## src/rtl/hazard_pkg.sv

```systemverilog
// hazard_pkg: shared types and constants for the pipeline hazard controller.
//   opcode_out_t   - decoded opcode class delivered by the ID stage decoder
//   hazard_state_e - hazard controller FSM states
//   is_branch()    - true for any conditional branch or jump opcode
package hazard_pkg;

  localparam int unsigned LOAD_LAT_MAX = 7;
  localparam int unsigned MD_LAT_MAX   = 15;
  localparam int unsigned OPCODE_W     = 5;

  // Decoded opcode set shared with the ID-stage decoder.
  typedef enum logic [OPCODE_W-1:0] {
    OP_NOP, OP_ADD, OP_SUB, OP_AND, OP_OR, OP_XOR, OP_SLL, OP_SRL, OP_SRA,
    OP_SLT, OP_SLTU, OP_ADDI, OP_LUI, OP_AUIPC, OP_LW, OP_SW,
    OP_BEQ, OP_BNE, OP_BLT, OP_BGE, OP_BLTU, OP_BGEU, OP_JAL, OP_JALR,
    OP_MUL, OP_DIV
  } opcode_out_t;

  typedef enum logic [1:0] {
    ST_IDLE       = 2'd0,
    ST_LD_STALL   = 2'd1,
    ST_MD_BUSY    = 2'd2,
    ST_MD_RELEASE = 2'd3
  } hazard_state_e;

  // Branch/jump class: everything that can redirect the PC.
  function automatic logic is_branch(input opcode_out_t op);
    return op inside {OP_BEQ, OP_BNE, OP_BLT, OP_BGE, OP_BLTU, OP_BGEU,
                      OP_JAL, OP_JALR};
  endfunction

endpackage

```

## src/rtl/hazard_stall_timer.sv

```systemverilog
// hazard_stall_timer: loadable down-counter that times multi-cycle stalls.
//   clk_i, rst_ni  - clock, synchronous active-low reset
//   load_i         - load load_val_i (takes precedence over dec_i)
//   load_val_i     - value to load
//   dec_i          - decrement by one, holding at zero
//   zero_o         - counter is zero
//   last_o         - counter is one (final cycle of a timed window)
module hazard_stall_timer #(
  parameter int unsigned CNT_W = 3
) (
  input  logic             clk_i,
  input  logic             rst_ni,
  input  logic             load_i,
  input  logic [CNT_W-1:0] load_val_i,
  input  logic             dec_i,
  output logic             zero_o,
  output logic             last_o
);

  logic [CNT_W-1:0] cnt_q;
  logic [CNT_W-1:0] cnt_d;

  // Next count: load wins, decrement never wraps below zero.
  always_comb begin
    cnt_d = cnt_q;
    if (load_i) begin
      cnt_d = load_val_i;
    end else if (dec_i && (cnt_q != '0)) begin
      cnt_d = cnt_q - CNT_W'(1);
    end
  end

  always_ff @(posedge clk_i) begin
    if (!rst_ni) begin
      cnt_q <= '0;
    end else begin
      cnt_q <= cnt_d;
    end
  end

  assign zero_o = (cnt_q == '0);
  assign last_o = (cnt_q == CNT_W'(1));

endmodule

```

## src/rtl/hazard_ctrl.sv

```systemverilog
// hazard_ctrl: stateful hazard unit beside the ID stage of the 5-stage pipe.
// Detects load-use hazards, freezes the front end for multi-cycle mul/div in
// EX, and handles branches either by an ID-stage bubble (BR_MODE=0) or by a
// predict-not-taken flush on an EX-resolved taken branch (BR_MODE=1).
//   clk_i, rst_ni                  - clock, synchronous active-low reset
//   id_opcode_i                    - decoded opcode of the ID instruction
//   id_rs1/rs2_idx_i, _used_i      - ID source registers and read flags
//   ex_rd_idx_i, ex_mem_read_en_i  - EX destination and load flag
//   ex_md_start_i                  - EX instruction is a mul/div
//   ex_branch_taken_i              - EX branch resolved taken (BR_MODE=1)
//   fe/ifid/idex enables, ifid/idex/exmem clears - pipeline register controls
//   hazard_busy_o                  - controller is inside a timed window
//   stall_cnt_o                    - saturating count of fetch-stall cycles
module hazard_ctrl
  import hazard_pkg::*;
#(
  parameter int unsigned REG_IDX_W = 5,
  parameter int unsigned LOAD_LAT  = 1,
  parameter int unsigned MD_LAT    = 4,
  parameter int unsigned BR_MODE   = 0,
  parameter int unsigned PERF_W    = 32
) (
  input  logic                 clk_i,
  input  logic                 rst_ni,
  input  opcode_out_t          id_opcode_i,
  input  logic [REG_IDX_W-1:0] id_rs1_idx_i,
  input  logic [REG_IDX_W-1:0] id_rs2_idx_i,
  input  logic                 id_rs1_used_i,
  input  logic                 id_rs2_used_i,
  input  logic [REG_IDX_W-1:0] ex_rd_idx_i,
  input  logic                 ex_mem_read_en_i,
  input  logic                 ex_md_start_i,
  input  logic                 ex_branch_taken_i,
  output logic                 fe_enable_o,
  output logic                 ifid_enable_o,
  output logic                 ifid_clear_o,
  output logic                 idex_enable_o,
  output logic                 idex_clear_o,
  output logic                 exmem_clear_o,
  output logic                 hazard_busy_o,
  output logic [PERF_W-1:0]    stall_cnt_o
);

  localparam int unsigned LAT_MAX = (LOAD_LAT > MD_LAT) ? LOAD_LAT : MD_LAT;
  localparam int unsigned CNT_W   = $clog2(LAT_MAX + 1);
  localparam logic [PERF_W-1:0] STALL_MAX = '1;

  // Elaboration-time parameter range checks.
  if ((LOAD_LAT < 1) || (LOAD_LAT > LOAD_LAT_MAX)) begin : g_chk_load_lat
    $fatal(1, "hazard_ctrl: LOAD_LAT must be 1..7");
  end
  if ((MD_LAT < 2) || (MD_LAT > MD_LAT_MAX)) begin : g_chk_md_lat
    $fatal(1, "hazard_ctrl: MD_LAT must be 2..15");
  end
  if (BR_MODE > 1) begin : g_chk_br_mode
    $fatal(1, "hazard_ctrl: BR_MODE must be 0 or 1");
  end
  if ((PERF_W < 1) || (REG_IDX_W < 1)) begin : g_chk_widths
    $fatal(1, "hazard_ctrl: PERF_W and REG_IDX_W must be non-zero");
  end

  hazard_state_e     state_q, state_d;
  logic [PERF_W-1:0] stall_cnt_q, stall_cnt_d;
  logic              tmr_load, tmr_dec, tmr_zero, tmr_last;
  logic [CNT_W-1:0]  tmr_val;
  logic              load_use_c;
  logic              br_flush_c;

  // Load-use: x0 never carries a real dependency, unread sources are ignored.
  assign load_use_c = ex_mem_read_en_i && (ex_rd_idx_i != '0) &&
                      ((id_rs1_used_i && (id_rs1_idx_i == ex_rd_idx_i)) ||
                       (id_rs2_used_i && (id_rs2_idx_i == ex_rd_idx_i)));

  assign br_flush_c = (BR_MODE == 1) && ex_branch_taken_i;

  hazard_stall_timer #(
    .CNT_W(CNT_W)
  ) u_timer (
    .clk_i      (clk_i),
    .rst_ni     (rst_ni),
    .load_i     (tmr_load),
    .load_val_i (tmr_val),
    .dec_i      (tmr_dec),
    .zero_o     (tmr_zero),
    .last_o     (tmr_last)
  );

  always_ff @(posedge clk_i) begin
    if (!rst_ni) begin
      state_q <= ST_IDLE;
    end else begin
      state_q <= state_d;
    end
  end

  // Next state and same-cycle pipeline controls; reset forces the defaults.
  always_comb begin
    state_d       = state_q;
    fe_enable_o   = 1'b1;
    ifid_enable_o = 1'b1;
    ifid_clear_o  = 1'b0;
    idex_enable_o = 1'b1;
    idex_clear_o  = 1'b0;
    exmem_clear_o = 1'b0;
    tmr_load      = 1'b0;
    tmr_val       = '0;
    tmr_dec       = 1'b0;

    if (!rst_ni) begin
      state_d = ST_IDLE;
    end else begin
      unique case (state_q)
        ST_IDLE: begin
          if (br_flush_c) begin
            // Redirect: fetch keeps running from the branch target.
            ifid_clear_o = 1'b1;
            idex_clear_o = 1'b1;
          end else if (ex_md_start_i) begin
            fe_enable_o   = 1'b0;
            ifid_enable_o = 1'b0;
            idex_enable_o = 1'b0;
            exmem_clear_o = 1'b1;
            if (MD_LAT > 2) begin
              state_d  = ST_MD_BUSY;
              tmr_load = 1'b1;
              tmr_val  = CNT_W'(MD_LAT - 2);
            end else begin
              state_d = ST_MD_RELEASE;
            end
          end else if (load_use_c) begin
            fe_enable_o   = 1'b0;
            ifid_enable_o = 1'b0;
            idex_clear_o  = 1'b1;
            if (LOAD_LAT > 1) begin
              state_d  = ST_LD_STALL;
              tmr_load = 1'b1;
              tmr_val  = CNT_W'(LOAD_LAT - 1);
            end
          end else if ((BR_MODE == 0) && is_branch(id_opcode_i)) begin
            fe_enable_o  = 1'b0;
            ifid_clear_o = 1'b1;
          end
        end
        ST_LD_STALL: begin
          fe_enable_o   = 1'b0;
          ifid_enable_o = 1'b0;
          idex_clear_o  = 1'b1;
          tmr_dec       = 1'b1;
          if (tmr_last || tmr_zero) begin
            state_d = ST_IDLE;
          end
        end
        ST_MD_BUSY: begin
          fe_enable_o   = 1'b0;
          ifid_enable_o = 1'b0;
          idex_enable_o = 1'b0;
          exmem_clear_o = 1'b1;
          tmr_dec       = 1'b1;
          if (tmr_last || tmr_zero) begin
            state_d = ST_MD_RELEASE;
          end
        end
        ST_MD_RELEASE: begin
          // The mul/div still sits in ID/EX this cycle; do not retrigger on it.
          state_d = ST_IDLE;
        end
        default: begin
          state_d = ST_IDLE;
        end
      endcase
    end
  end

  // Saturating fetch-stall performance counter.
  always_comb begin
    stall_cnt_d = stall_cnt_q;
    if (!fe_enable_o && (stall_cnt_q != STALL_MAX)) begin
      stall_cnt_d = stall_cnt_q + PERF_W'(1);
    end
  end

  always_ff @(posedge clk_i) begin
    if (!rst_ni) begin
      stall_cnt_q <= '0;
    end else begin
      stall_cnt_q <= stall_cnt_d;
    end
  end

  assign hazard_busy_o = rst_ni && (state_q != ST_IDLE);
  assign stall_cnt_o   = rst_ni ? stall_cnt_q : '0;

endmodule
```

## config.mk

```make
export PLATFORM = sky130hd
export DESIGN_NAME = hazard_ctrl
export DESIGN_NICKNAME = d
export VERILOG_FILES = /design/src/rtl/hazard_pkg.sv /design/src/rtl/hazard_stall_timer.sv /design/src/rtl/hazard_ctrl.sv
export SDC_FILE = /design/constraint.sdc
export NUM_CORES = 1
export LEC_CHECK = 0
export CORE_UTILIZATION = 42
export DETAILED_ROUTE_END_ITERATION = 16
export PLACE_DENSITY_LB_ADDON = 0.08
export SLEW_MARGIN = 20
export SYNTH_ARGS = -nofsm -noshare
export SYNTH_HDL_FRONTEND = slang
export SYNTH_SLANG_ARGS = --single-unit
```

## constraint.sdc

```tcl
create_clock -name clk_i -period 2.2 [get_ports clk_i]
set_input_delay 0.44 -clock clk_i [delete_from_list [all_inputs] [get_ports clk_i]]
set_output_delay 0.44 -clock clk_i [all_outputs]
set_load 0.005 [all_outputs]
```

==> run_results.csv <==
group,metric,value,unit
clocking,cts_buffer_depth,2,
timing,fin_ws,0.0247,ns
synth,synth-xor-area-share,4.89,%
floorplanning,core,0.00524,sq mm
grt,grt.overflow.total,0,
pwr,pwr-share-seq,33.1,%
pwr,intPower,1.51,mW
synth,synth_compound_area_share,8.54,%
floorplanning,pin_count,66,
synth,synthSimpleGateAreaFrac,35.3,%
final_layout,area_delta_synth_final,62.6,%
worst_setup_path,arrival,2.36,ns
worst_hold_path,hold_path.class,"reg -> reg",
synth,ys.flop_type,"dfxtp_1",
final_layout,fin_area,0.00379,sq mm
routing,wl_per_cell,13.4,microns
timing,hold_viol_final,0,
clocking,clk_latency,0.29,ns
clocking,numCtsBuffers,5,
grt,antenna_found_initial,0,
grt,grt_max_degree,20,
pwr,peakVddDrop,322,uV
worst_setup_path,critical_path_required,2.38,ns
routing,vias,2476,
synth,synth_cell_types,44,
final_layout,final_layout_size_suffix_gt1_share,35.3,%
routing,drt-initial-drc-count,99,
timing,rsz0062_at_grt,"true",
floorplanning,die-area,0.00585,sq mm
clocking,path_clk_slew,0.08,ns
routing,ant_nets,0,
placed_design,placed_cell_area,0.00336,sq mm
timing,maxSlewViolCount,0,
final_layout,final_cells,478,
clocking,cts_root_buf,"clkbuf_8",
routing,drc_errors,0,
timing,fin_setup_tns,0,ns
timing,fin_skew,0.00592,ns
final_layout,antenna_cells,0,
synth,synth_top_family_by_area,"simple AND/OR/NAND/NOR gates",
timing,tightestPinTransition,0.371,ns
pwr,comb_power_share,43.3,%
synth,synthesis.nets,324,
timing,fmax,460,MHz
placed_design,hpwlAfterDp,4.46,mm
grt,first_global_vias,2329,
placed_design,port_buffers,61,
floorplanning,die_height,76.5,microns
synth,synth_mux_area_share,11.5,%
synth,seq_area_frac_synth,31.8,%
grt,grt_usage,22.8,%
flow_run,max_cap_violations,0,
synth,synth_area,0.00233,sq mm
timing,holdWs,0.467,ns
pwr,clock_power_share,23.6,%
routing,vias_per_cell,5.18,
final_layout,fin_util,72.3,%
synth,ys.warnings.count,0,
clocking,cts_tree,"built",
synth,syn_inst,290,
worst_setup_path,critPathKind,"reg -> reg",
grt,grt_first_pass_wirelength,10.8,mm
synth,ys_async_sr_fraction,0,%
synth,syn_area_per_cell,8.03,sq um
timing,setup_viol,0,
routing,first_pass_iters,5,
run_status,status,"complete, no violations",
routing,wirelength,6.42,mm
floorplanning,std_cell_rows,26,
timing,min_period,2.18,ns
pwr,p_leak,1.54,nW
synth,synth_edf_count,0,
pwr,p_sw_share,32.5,%
clocking,htree_levels,2,
timing,finalCritPeriodShare,98.9,%
pwr,power_density,590,mW/mm^2
clocking,cts_hold_buffers,0,
placed_design,post-place-ws,-0.833,ns
placed_design,placed_cells,460,
worst_setup_path,path_max_fanout,4,
floorplanning,start_util,44.5,%
final_layout,fin_nets,441,
synth,ys_ff_latch,37,
worst_setup_path,start_kind,"flip-flop",
timing,slew_headroom,75.1,%
floorplanning,die_w,76.5,microns
synth,synth_adder_area_share,3.76,%
clocking,cts.sinks,37,
worst_setup_path,end_kind,"flip-flop",
placed_design,place.gp.congestion,0.793,
pwr,p_sw,0.727,mW
pwr,total_power,2.24,mW
-- final cells by class --
cell class	instances	area [sq um]
Multi-Input combinational cell	229	1750
Fill cell	437	1450
Timing Repair Buffer	122	1060
Sequential cell	37	746
Clock buffer	7	96.3
Tap cell	70	87.6
Inverter	12	45.0
Clock inverter	1	5.00
-- state kept, by name, indices dropped and copies added (netlist names) --
signal,cells
u_timer.cnt_q,3
stall_cnt_q,32
state_q,2
-- worst max-delay path: stages (launching register included) --
cell and delay [ns]:
dfxtp_2 0.36, and4_4 0.24, nand4_1 0.13, or2_1 0.29, or3_4 0.37, or3b_4 0.39
mux2_4 0.30
-- path summary, 6_finish.rpt --
check / from / to / slack [ns] / cells after the start
setup / recovery: stall_cnt_q[5] / stall_cnt_q[25] / 0.02 / 6
hold / removal: stall_cnt_q[5] / stall_cnt_q[5] / 0.47 / 1
setup reg to reg: stall_cnt_q[5] / stall_cnt_q[25] / 0.02 / 6
hold reg to reg: stall_cnt_q[5] / stall_cnt_q[5] / 0.47 / 1
-- cell usage in the layout (no fill, tap or decap), types with 3 or more instances in the layout --
cell type        instances
a21oi_1                  5
and2_1                  29
buf_2                    5
buf_4                   57
buf_6                    3
clkbuf_2                 8
clkbuf_8                 7
clkdlybuf4s15_1          3
clkdlybuf4s50_1         36
dfxtp_1                 33
dfxtp_2                  4
dlygate4sd2_1            4
ha_1                     6
inv_1                   12
mux2_2                  18
mux2i_1                  4
nand2_1                 18
nand2b_1                 6
nand3_1                 11
nand4_1                 12
nor2_1                  40
nor3_2                   3
nor4_4                   5
o211ai_1                 3
o21ai_0                  9
o31ai_1                  3
or3_1                    3
xnor2_1                  8
xnor2_2                  4
-- routing by layer --
layer  wire length, microns  vias up  share of wire, %  GRT usage (%)
met5                      0        -                 0              0
met4                     68        0               1.1           5.77
met3                    326        7               5.1           4.07
met2                   3140       63                49           38.5
met1                   2890     1150                45           29.7
li1                       -     1256                 -              -
-- cells in the mapped netlist (all sizes together), types with 8 or more instances --
cell type	number	share of area [%]
nor4	8	2.1
inv	12	1.9
dfxtp	37	32
and2	29	7.8
nand3	11	2.4
nand4	12	3.2
nor2	42	6.9
mux2	20	9.8
nand2	18	2.9
xnor2	12	4.5
o21ai	11	2.4
-- timing repair --
item                       4_1_cts  5_1_grt
pin swaps                       18       21
cloned                           1        0
gates resized for setup         88       44
setup endpoints to repair       68       39
setup buffers                    4        5
-- kinds of logic (layout without fill, tap and decap cells) --
kind of cell | count (synthesis) | count (layout)
flip-flops | 37 | 37
XOR/XNOR | 13 | 13
AO/OA/AOI/OAI | 33 | 33
AND/OR/NAND/NOR | 152 | 152
buffers and inverters | 24 | 142
adder cells (fa/ha/maj) | 7 | 7
multiplexers | 24 | 24
-- power groups by stage --
stage | registers (mW) | logic, mW | clock network, mW
after floorplan | 0.753 | 0.368 | 0
after global placement | 0.750 | 0.785 | 0
after detailed placement | 0.751 | 0.790 | 0
after CTS | 0.738 | 0.880 | 0.538
after global routing | 0.744 | 1.06 | 0.570
final | 0.740 | 0.969 | 0.527
Power figures use the tool's default switching activity.
